### config.mk
export PLATFORM = sky130hd
export DESIGN_NAME = stamped_sync_fifo
export DESIGN_NICKNAME = d
export VERILOG_FILES = /design/src/rtl/stamped_sync_fifo.sv
export SDC_FILE = /design/constraint.sdc
export NUM_CORES = 1
export LEC_CHECK = 0
export CAP_MARGIN = 10
export CORE_ASPECT_RATIO = 0.9
export CORE_UTILIZATION = 40
export CTS_CLUSTER_SIZE = 12
export DETAILED_ROUTE_END_ITERATION = 10
export HOLD_SLACK_MARGIN = 0.15
export PLACE_DENSITY = 0.68
export RECOVER_POWER = 100
export SETUP_SLACK_MARGIN = 0.02
export SLEW_MARGIN = 20
export SYNTH_ARGS = -nofsm -noshare
export SYNTH_HDL_FRONTEND = slang
export SYNTH_SLANG_ARGS = --single-unit
### constraint.sdc
create_clock -name clock -period 4.11 [get_ports clock]
set_input_delay 1.233 -clock clock [delete_from_list [all_inputs] [get_ports clock]]
set_output_delay 1.233 -clock clock [all_outputs]
set_load 0.005 [all_outputs]
### src/rtl/stamped_sync_fifo.sv
// FWFT sync FIFO with a free-running 64-bit cycle timestamp.
// SOFT_FIFO_EN selects flop storage; default is RAM plus prefetch reg.
module stamped_sync_fifo #(
  parameter int WIDTH     = 8,
  parameter int LOG_DEPTH = 2
) (
  input  logic                 clock,
  input  logic                 reset_n,
  input  logic                 wrreq,
  input  logic [WIDTH-1:0]     data,
  input  logic                 rdreq,
  output logic [WIDTH-1:0]     q,
  output logic                 full,
  output logic                 empty,
  output logic [LOG_DEPTH:0]   counter,
  input  logic                 ts_inc,
  output logic [63:0]          timestamp,
  output logic                 overflow
);

  localparam int DEPTH = 1 << LOG_DEPTH;
  localparam logic [LOG_DEPTH:0]   CNT_FULL = DEPTH[LOG_DEPTH:0];
  localparam logic [LOG_DEPTH:0]   CNT_ONE  = 1;
  localparam logic [LOG_DEPTH-1:0] PTR_ONE  = 1;

  logic [WIDTH-1:0]     mem [DEPTH];
  logic [LOG_DEPTH-1:0] wr_ptr;
  logic [LOG_DEPTH-1:0] rd_ptr;
  logic                 wr_acc;
  logic                 rd_acc;

  assign full   = (counter == CNT_FULL);
  assign wr_acc = wrreq & ~full;
  assign rd_acc = rdreq & ~empty;

  // Storage is never reset so it can map onto a RAM macro.
  always_ff @(posedge clock) begin
    if (wr_acc) mem[wr_ptr] <= data;
  end

  always_ff @(posedge clock or negedge reset_n) begin
    if (!reset_n) begin
      wr_ptr   <= '0;
      counter  <= '0;
      overflow <= 1'b0;
    end else begin
      if (wr_acc) wr_ptr <= wr_ptr + PTR_ONE;
      if (wrreq && full) overflow <= 1'b1;
      unique case (1'b1)
        (wr_acc && !rd_acc): counter <= counter + CNT_ONE;
        (rd_acc && !wr_acc): counter <= counter - CNT_ONE;
        default:             counter <= counter;
      endcase
    end
  end

  always_ff @(posedge clock or negedge reset_n) begin
    if (!reset_n)    timestamp <= '0;
    else if (ts_inc) timestamp <= timestamp + 64'd1;
  end

`ifdef SOFT_FIFO_EN

  always_ff @(posedge clock or negedge reset_n) begin
    if (!reset_n)    rd_ptr <= '0;
    else if (rd_acc) rd_ptr <= rd_ptr + PTR_ONE;
  end

  assign empty = (counter == '0);
  assign q     = empty ? '0 : mem[rd_ptr];

`else

  logic [LOG_DEPTH:0] ram_cnt;
  logic               q_valid;
  logic [WIDTH-1:0]   q_reg;
  logic               fetch;

  // Refill the prefetch reg whenever it is free or being consumed.
  assign fetch = (ram_cnt != '0) && (!q_valid || rd_acc);

  always_ff @(posedge clock or negedge reset_n) begin
    if (!reset_n) begin
      rd_ptr  <= '0;
      ram_cnt <= '0;
      q_valid <= 1'b0;
      q_reg   <= '0;
    end else begin
      if (fetch) begin
        q_reg  <= mem[rd_ptr];
        rd_ptr <= rd_ptr + PTR_ONE;
      end
      q_valid <= fetch | (q_valid & ~rd_acc);
      unique case (1'b1)
        (wr_acc && !fetch): ram_cnt <= ram_cnt + CNT_ONE;
        (fetch && !wr_acc): ram_cnt <= ram_cnt - CNT_ONE;
        default:            ram_cnt <= ram_cnt;
      endcase
    end
  end

  assign empty = ~q_valid;
  assign q     = q_reg;

`endif

endmodule

---- Yosys cells after proc, flatten, opt, wreduce, memory -nomap -nowiden ----
Memories as Yosys holds them, arrays and structs flattened. A register that Yosys moved wholly into a read port is not among the register bits.
Index checks and enable logic that the tools add are counted.
W data, S select, Z words.
word-level totals
  flip-flop bits (word level) ............. 76
  RAM bits ................................ 32
  bits of input ports ..................... 13
  output and inout bits ................... 78
  logic and storage cells ................. 42
  memories kept ........................... 1
memory list
  name  depth  width  read ports  clocked after Yosys merged registers in  write ports  RTL line  source
  mem   4      8      1           1                                        1            26        logic [WIDTH-1:0] mem [DEPTH];
cells by class
  add/subtract/negate cells ............... 7
  eq/ne operators ......................... 1
  muxes and demuxes ....................... 4
  bitwise operators ....................... 7
  reduce and logical (&&, ||, !) cells .... 15
operators with widths
  operator                 number
  $add A64 B1 Y64 const B  1
  $pmux W3 S2              2
  $add A3 B1 Y3 const B    2
  $logic_and A1 B1 Y1      6
  $sub A3 B1 Y3 const B    2
  $logic_not A1 Y1         5
  $add A2 B1 Y2 const B    2
  $reduce_bool A2 Y1       2
  $and A1 B1 Y1            3
  $eq A3 B3 Y1 const B     1
  $not A1 Y1               3
  $reduce_bool A3 Y1       1
  $mux W1                  2
  $logic_or A1 B1 Y1       1
  $or A1 B1 Y1             1

---- Longest topological paths before layout ----
  depth in word-level cells ............... 6
  gate-level depth with buffers ........... 11
  mapped depth without buffers ............ 10

---- Worst setup path before layout ----
Ideal clock, no wire load.
  kind .................................... input -> register
  start ................................... input rdreq
  end ..................................... register ram_cnt[1]
  library setup time ...................... 0.125 ns
  arrival time ............................ 2.707 ns
  required time ........................... 3.985 ns
  path slack .............................. 1.278 ns
  stages .................................. 6
  buffers on the path ..................... 1
  cell sequence ........................... inv_1 > a21oi_1 > buf_1 > ha_1 > fa_1 > mux2_2
on the way
  cells in the longest elaborated chain, start to end .. 6
  elaborated cells between the ends (all ways) .. 8
  classes of those cells .................. mux: 1; bitwise: 1; reduce/logical: 6
RTL lines
  what                                               RTL line  source
  from (decl)                                        11        input logic rdreq,
  $and A1 B1 Y1 *                                    34        assign rd_acc = rdreq & ~empty;
  $logic_or A1 B1 Y1 *                               80        assign fetch = (ram_cnt != '0) && (!q_valid || rd_acc);
  $logic_and A1 B1 Y1 *                              80
  via fetch                                          77        logic fetch;
  $logic_not A1 Y1                                   95        (wr_acc && !fetch): ram_cnt <= ram_cnt + CNT_ONE;
  $logic_and A1 B1 Y1                                95
  $pmux W3 S2 or $reduce_bool A2 Y1 (tied branches)  -
  to (signal assigned)                               95
  to (signal assigned)                               96        (fetch && !wr_acc): ram_cnt <= ram_cnt - CNT_ONE;
  to (signal assigned)                               97        default: ram_cnt <= ram_cnt;
  to (decl)                                          74        logic [LOG_DEPTH:0] ram_cnt;
Mark *: on every way through the listed nets, which the timed path passes. The rest lies on a longest branch.
A chain may end at the register's enable or synchronous reset.

==> results.sh <==
export IMPL_htree_num_levels=4
export IMPL_hold_viol=0
export IMPL_placeableCoreArea_um2=12600
export IMPL_timing_hold_ws_ns=0.464
export IMPL_regToRegSetupSlack_ns=1.44
export IMPL_drt_pass1_iterations=4
export IMPL_report_final_slew_viol_count=60
export IMPL_gr_usage_all_layers_pct=18.7
export IMPL_min_delay_start="overflow"
export IMPL_sequentialPowerShare_pct=43.2
export IMPL_cts_tree="built"
export IMPL_setup_repair_after_global_routing_missed_its_margin="no"
export IMPL_grt_antenna_before_repair=0
export IMPL_worst_setup_hold_path_clk_slew_ns=0.05
export IMPL_placement_row_count=39
export IMPL_clock_sink_count=116
export IMPL_synth_cells=404
export IMPL_maximum_root_to_sink_buffer_count=2
export IMPL_synth_avg_cell_area_um2=12.8
export IMPL_worst_ep_required_time_ns=4.40
export IMPL_die_height_um=110
export IMPL_worst_slack_ns=0.761
export IMPL_worst_setup_path_start_kind="primary input"
export IMPL_diode_count=0
export IMPL_rr_startpoint="timestamp[3]"
export IMPL_synth_ff_type="dfrtp_1"
export IMPL_critical_path_cell_chain="dlygate4sd3_1 -> nand3_1 -> nor2_1 -> nor4b_1 -> nand3_1 -> xnor2_1"
export IMPL_cts_hold_buf=0
export IMPL_drt_first_iter_violations=210
export IMPL_tightestPinTransition_ns=1.56
export IMPL_vias_per_cell=5.12
export IMPL_crit_buf_inv=1
export IMPL_min_tclk_post_route_ns=3.35
export IMPL_worstSetupPathDepth=6
export IMPL_layout_common_cells="89 x dlygate4sd3_1, 84 x dfrtp_1, 37 x xnor2_1, 35 x xor2_1, 32 x edfxtp_1"
export IMPL_ys_async_sr_fraction_pct=72.4
export IMPL_switching_power_w=0.000933
export IMPL_ys_seq_elements=116
export IMPL_seq_area_frac_synth_pct=59.2
export IMPL_yosysTopAreaCell="dfrtp_1"
export IMPL_floorplan_io_pins=91
export IMPL_finalSetupTns_ns=0
export IMPL_drtAntennaViolNets=0
export IMPL_outcome="complete, but fails checks"
export IMPL_timing_final_setup_violations=0
export IMPL_max_stage_delay_ns=0.97
export IMPL_fp_dieArea_um2=13400
export IMPL_pre_cts_slack_ns=0.634
export IMPL_worst_r2r_cell_count=5
export IMPL_timing_rr_end="timestamp[28]"
export IMPL_drt_drc_violations_left=0
export IMPL_mappedNetlistNets=426
export IMPL_synth_enable_flop_cells=32
export IMPL_peakVddDrop_mv=0.293
export IMPL_maxSlewHeadroom_pct=-3.87
export IMPL_leakagePower_nw=2.93
export IMPL_detailedPlacementHpwl_mm=7.78
export IMPL_synthesis_yosys_warnings=0
export IMPL_initial_core_util_pct=40.9
export IMPL_synth_top_cells_by_area="dfrtp_1 41%, edfxtp_1 19%, xnor2_1 6.3%"
export IMPL_insertion_delay_ns=0.41
export IMPL_global_route_wire_length_before_repair_mm=18.5
export IMPL_layout_commonest_cell="dlygate4sd3_1"
export IMPL_worst_setup_skew_after_layout_ns=0.00977
export IMPL_final_layout_size_suffix_gt1_share_pct=10.3
export IMPL_drt_wirelength_mm=11.0
export IMPL_combinational_share_of_power_pct=19.0
export IMPL_dieWidth_um=122
export IMPL_largest_reg_flops=64
export IMPL_crit_type="primary input to register"
export IMPL_critical_path_slowest_cell="nor4b_1"
export IMPL_worst_setup_path_end_kind="register"
export IMPL_grt_pass1_vias=3672
export IMPL_cp_arrival_ns=3.63
export IMPL_max_clock_freq_mhz=299
export IMPL_netlist_area_leader_share_pct=40.6
export IMPL_areaGrowthSynthToFinish_pct=30.3
export IMPL_cts_buffers_inserted=17
export IMPL_violations="max-capacitance violations, max-slew violations"
export IMPL_nets=533
export IMPL_io_buffers=90
export IMPL_timing_critical_path_max_delay_family="simple AND/OR/NAND/NOR gates"
export IMPL_maximum_number_of_pins_on_one_net_before_global_route_repair=60
export IMPL_cp_common_cell="nand3_1"
export IMPL_hold_class="register to register"
export IMPL_gr_total_overflow=0
export IMPL_period_share_pct=81.5
export IMPL_max_cap_violations=1
export IMPL_synth_cell_type_count=38
export IMPL_routed_wire_length_per_instance_um=16.0
export IMPL_setup_worst_path_end="timestamp[28]"
export IMPL_cts_resized=0
export IMPL_switching_share_pct=25.9
export IMPL_crit_path_max_fanout=7
export IMPL_postCtsSetupBuffers=0
export IMPL_fillCellCount=1108
export IMPL_p_int_w=0.00267
export IMPL_synth_cell_area_um2=5170
export IMPL_power_density_nw_per_um2=535
export IMPL_cp_startpoint="ts_inc"
export IMPL_clock_power_share_pct=37.8
export IMPL_finalWeightedCongestion=0.818
export IMPL_dr_total_vias=3524
export IMPL_cts_root_buffer="clkbuf_16"
## worst min path at each step
stage | end | slack [ns] | depth (start not counted)
2_1_floorplan | ram_cnt[2] | 0.44 | 1
3_3_place_gp | overflow | 0.44 | 1
3_5_place_dp | overflow | 0.45 | 1
4_1_cts | overflow | 0.46 | 1
5_1_grt | overflow | 0.48 | 1
6_report | overflow | 0.46 | 1
## worst reg2reg max path, cell delays in order, from the launching register on
cell,delay [ns]
dfrtp_1,0.46
nand4_1,0.24
or4_4,0.50
nor4b_1,0.97
nand3_1,0.21
xnor2_1,0.17
## synth_stat cells, types with 2 or more instances
cell type	instances
clkbuf_1	2
nand3_2	3
nand2_1	28
fa_1	2
nor4_1	11
nand3_1	26
or3_1	2
and2_1	4
xnor2_1	37
buf_2	2
edfxtp_1	32
nor3_1	21
nand4_1	17
and3_1	4
inv_1	18
and4_1	2
mux2_2	10
dfrtp_1	84
or4_4	2
o21ai_0	2
mux4_2	8
xor2_1	35
nor4_2	5
ha_1	7
nor2_1	27
## per-layer routing
metal | global-route usage (%) | share of wire [%] | vias up
met5 | 0 | 0 | -
met1 | 24.5 | 46 | 1777
met4 | 6.61 | 0.59 | 0
li1 | - | - | 1658
met2 | 28.6 | 48 | 85
met3 | 6.54 | 5.3 | 4
## power groups by stage
stage / Clock (W) / Combinational (W) / Sequential (W)
after floorplan: 0 / 0.000457 / 0.00152
after global placement: 0 / 0.000720 / 0.00157
after detailed placement: 0 / 0.000745 / 0.00159
after CTS: 0.00140 / 0.000750 / 0.00157
after global routing: 0.00145 / 0.000769 / 0.00160
final: 0.00136 / 0.000686 / 0.00156
## layout make-up
class	instances	area, µm²	area share, %
timing repair buffer	93	907	13.5
tap	164	205	3.04
clock inverter	13	116	1.73
multi-input combinational	265	1950	28.9
sequential	116	3060	45.4
clock buffer	19	433	6.42
inverter	18	67.6	1.00
## cells by family (layout without fill, tap and decap cells)
logic type / Yosys count / after routing / synth area share, %
compound gates: 4 / 4 / 0.435
xor+xnor: 72 / 72 / 12.2
fa+ha+maj: 9 / 9 / 2.47
buf+inv: 23 / 143 / 1.72
flops: 116 / 116 / 59.2
mux: 19 / 19 / 5.86
simple gates: 161 / 161 / 18.1
## metrics by stage
stage / std cells / power (W) / util [%] / cell area, µm²
floorplan: 404 / 0.00198 / - / 5170
global placement: 656 / 0.00229 / 49.7 / 6280
detailed placement: 656 / 0.00233 / 49.7 / 6280
CTS: 688 / 0.00372 / 54.0 / 6830
global route: 688 / 0.00382 / 53.3 / 6740
finish: 688 / 0.00361 / 53.3 / 6740
Note: power is estimated with default switching activity, not from simulation.
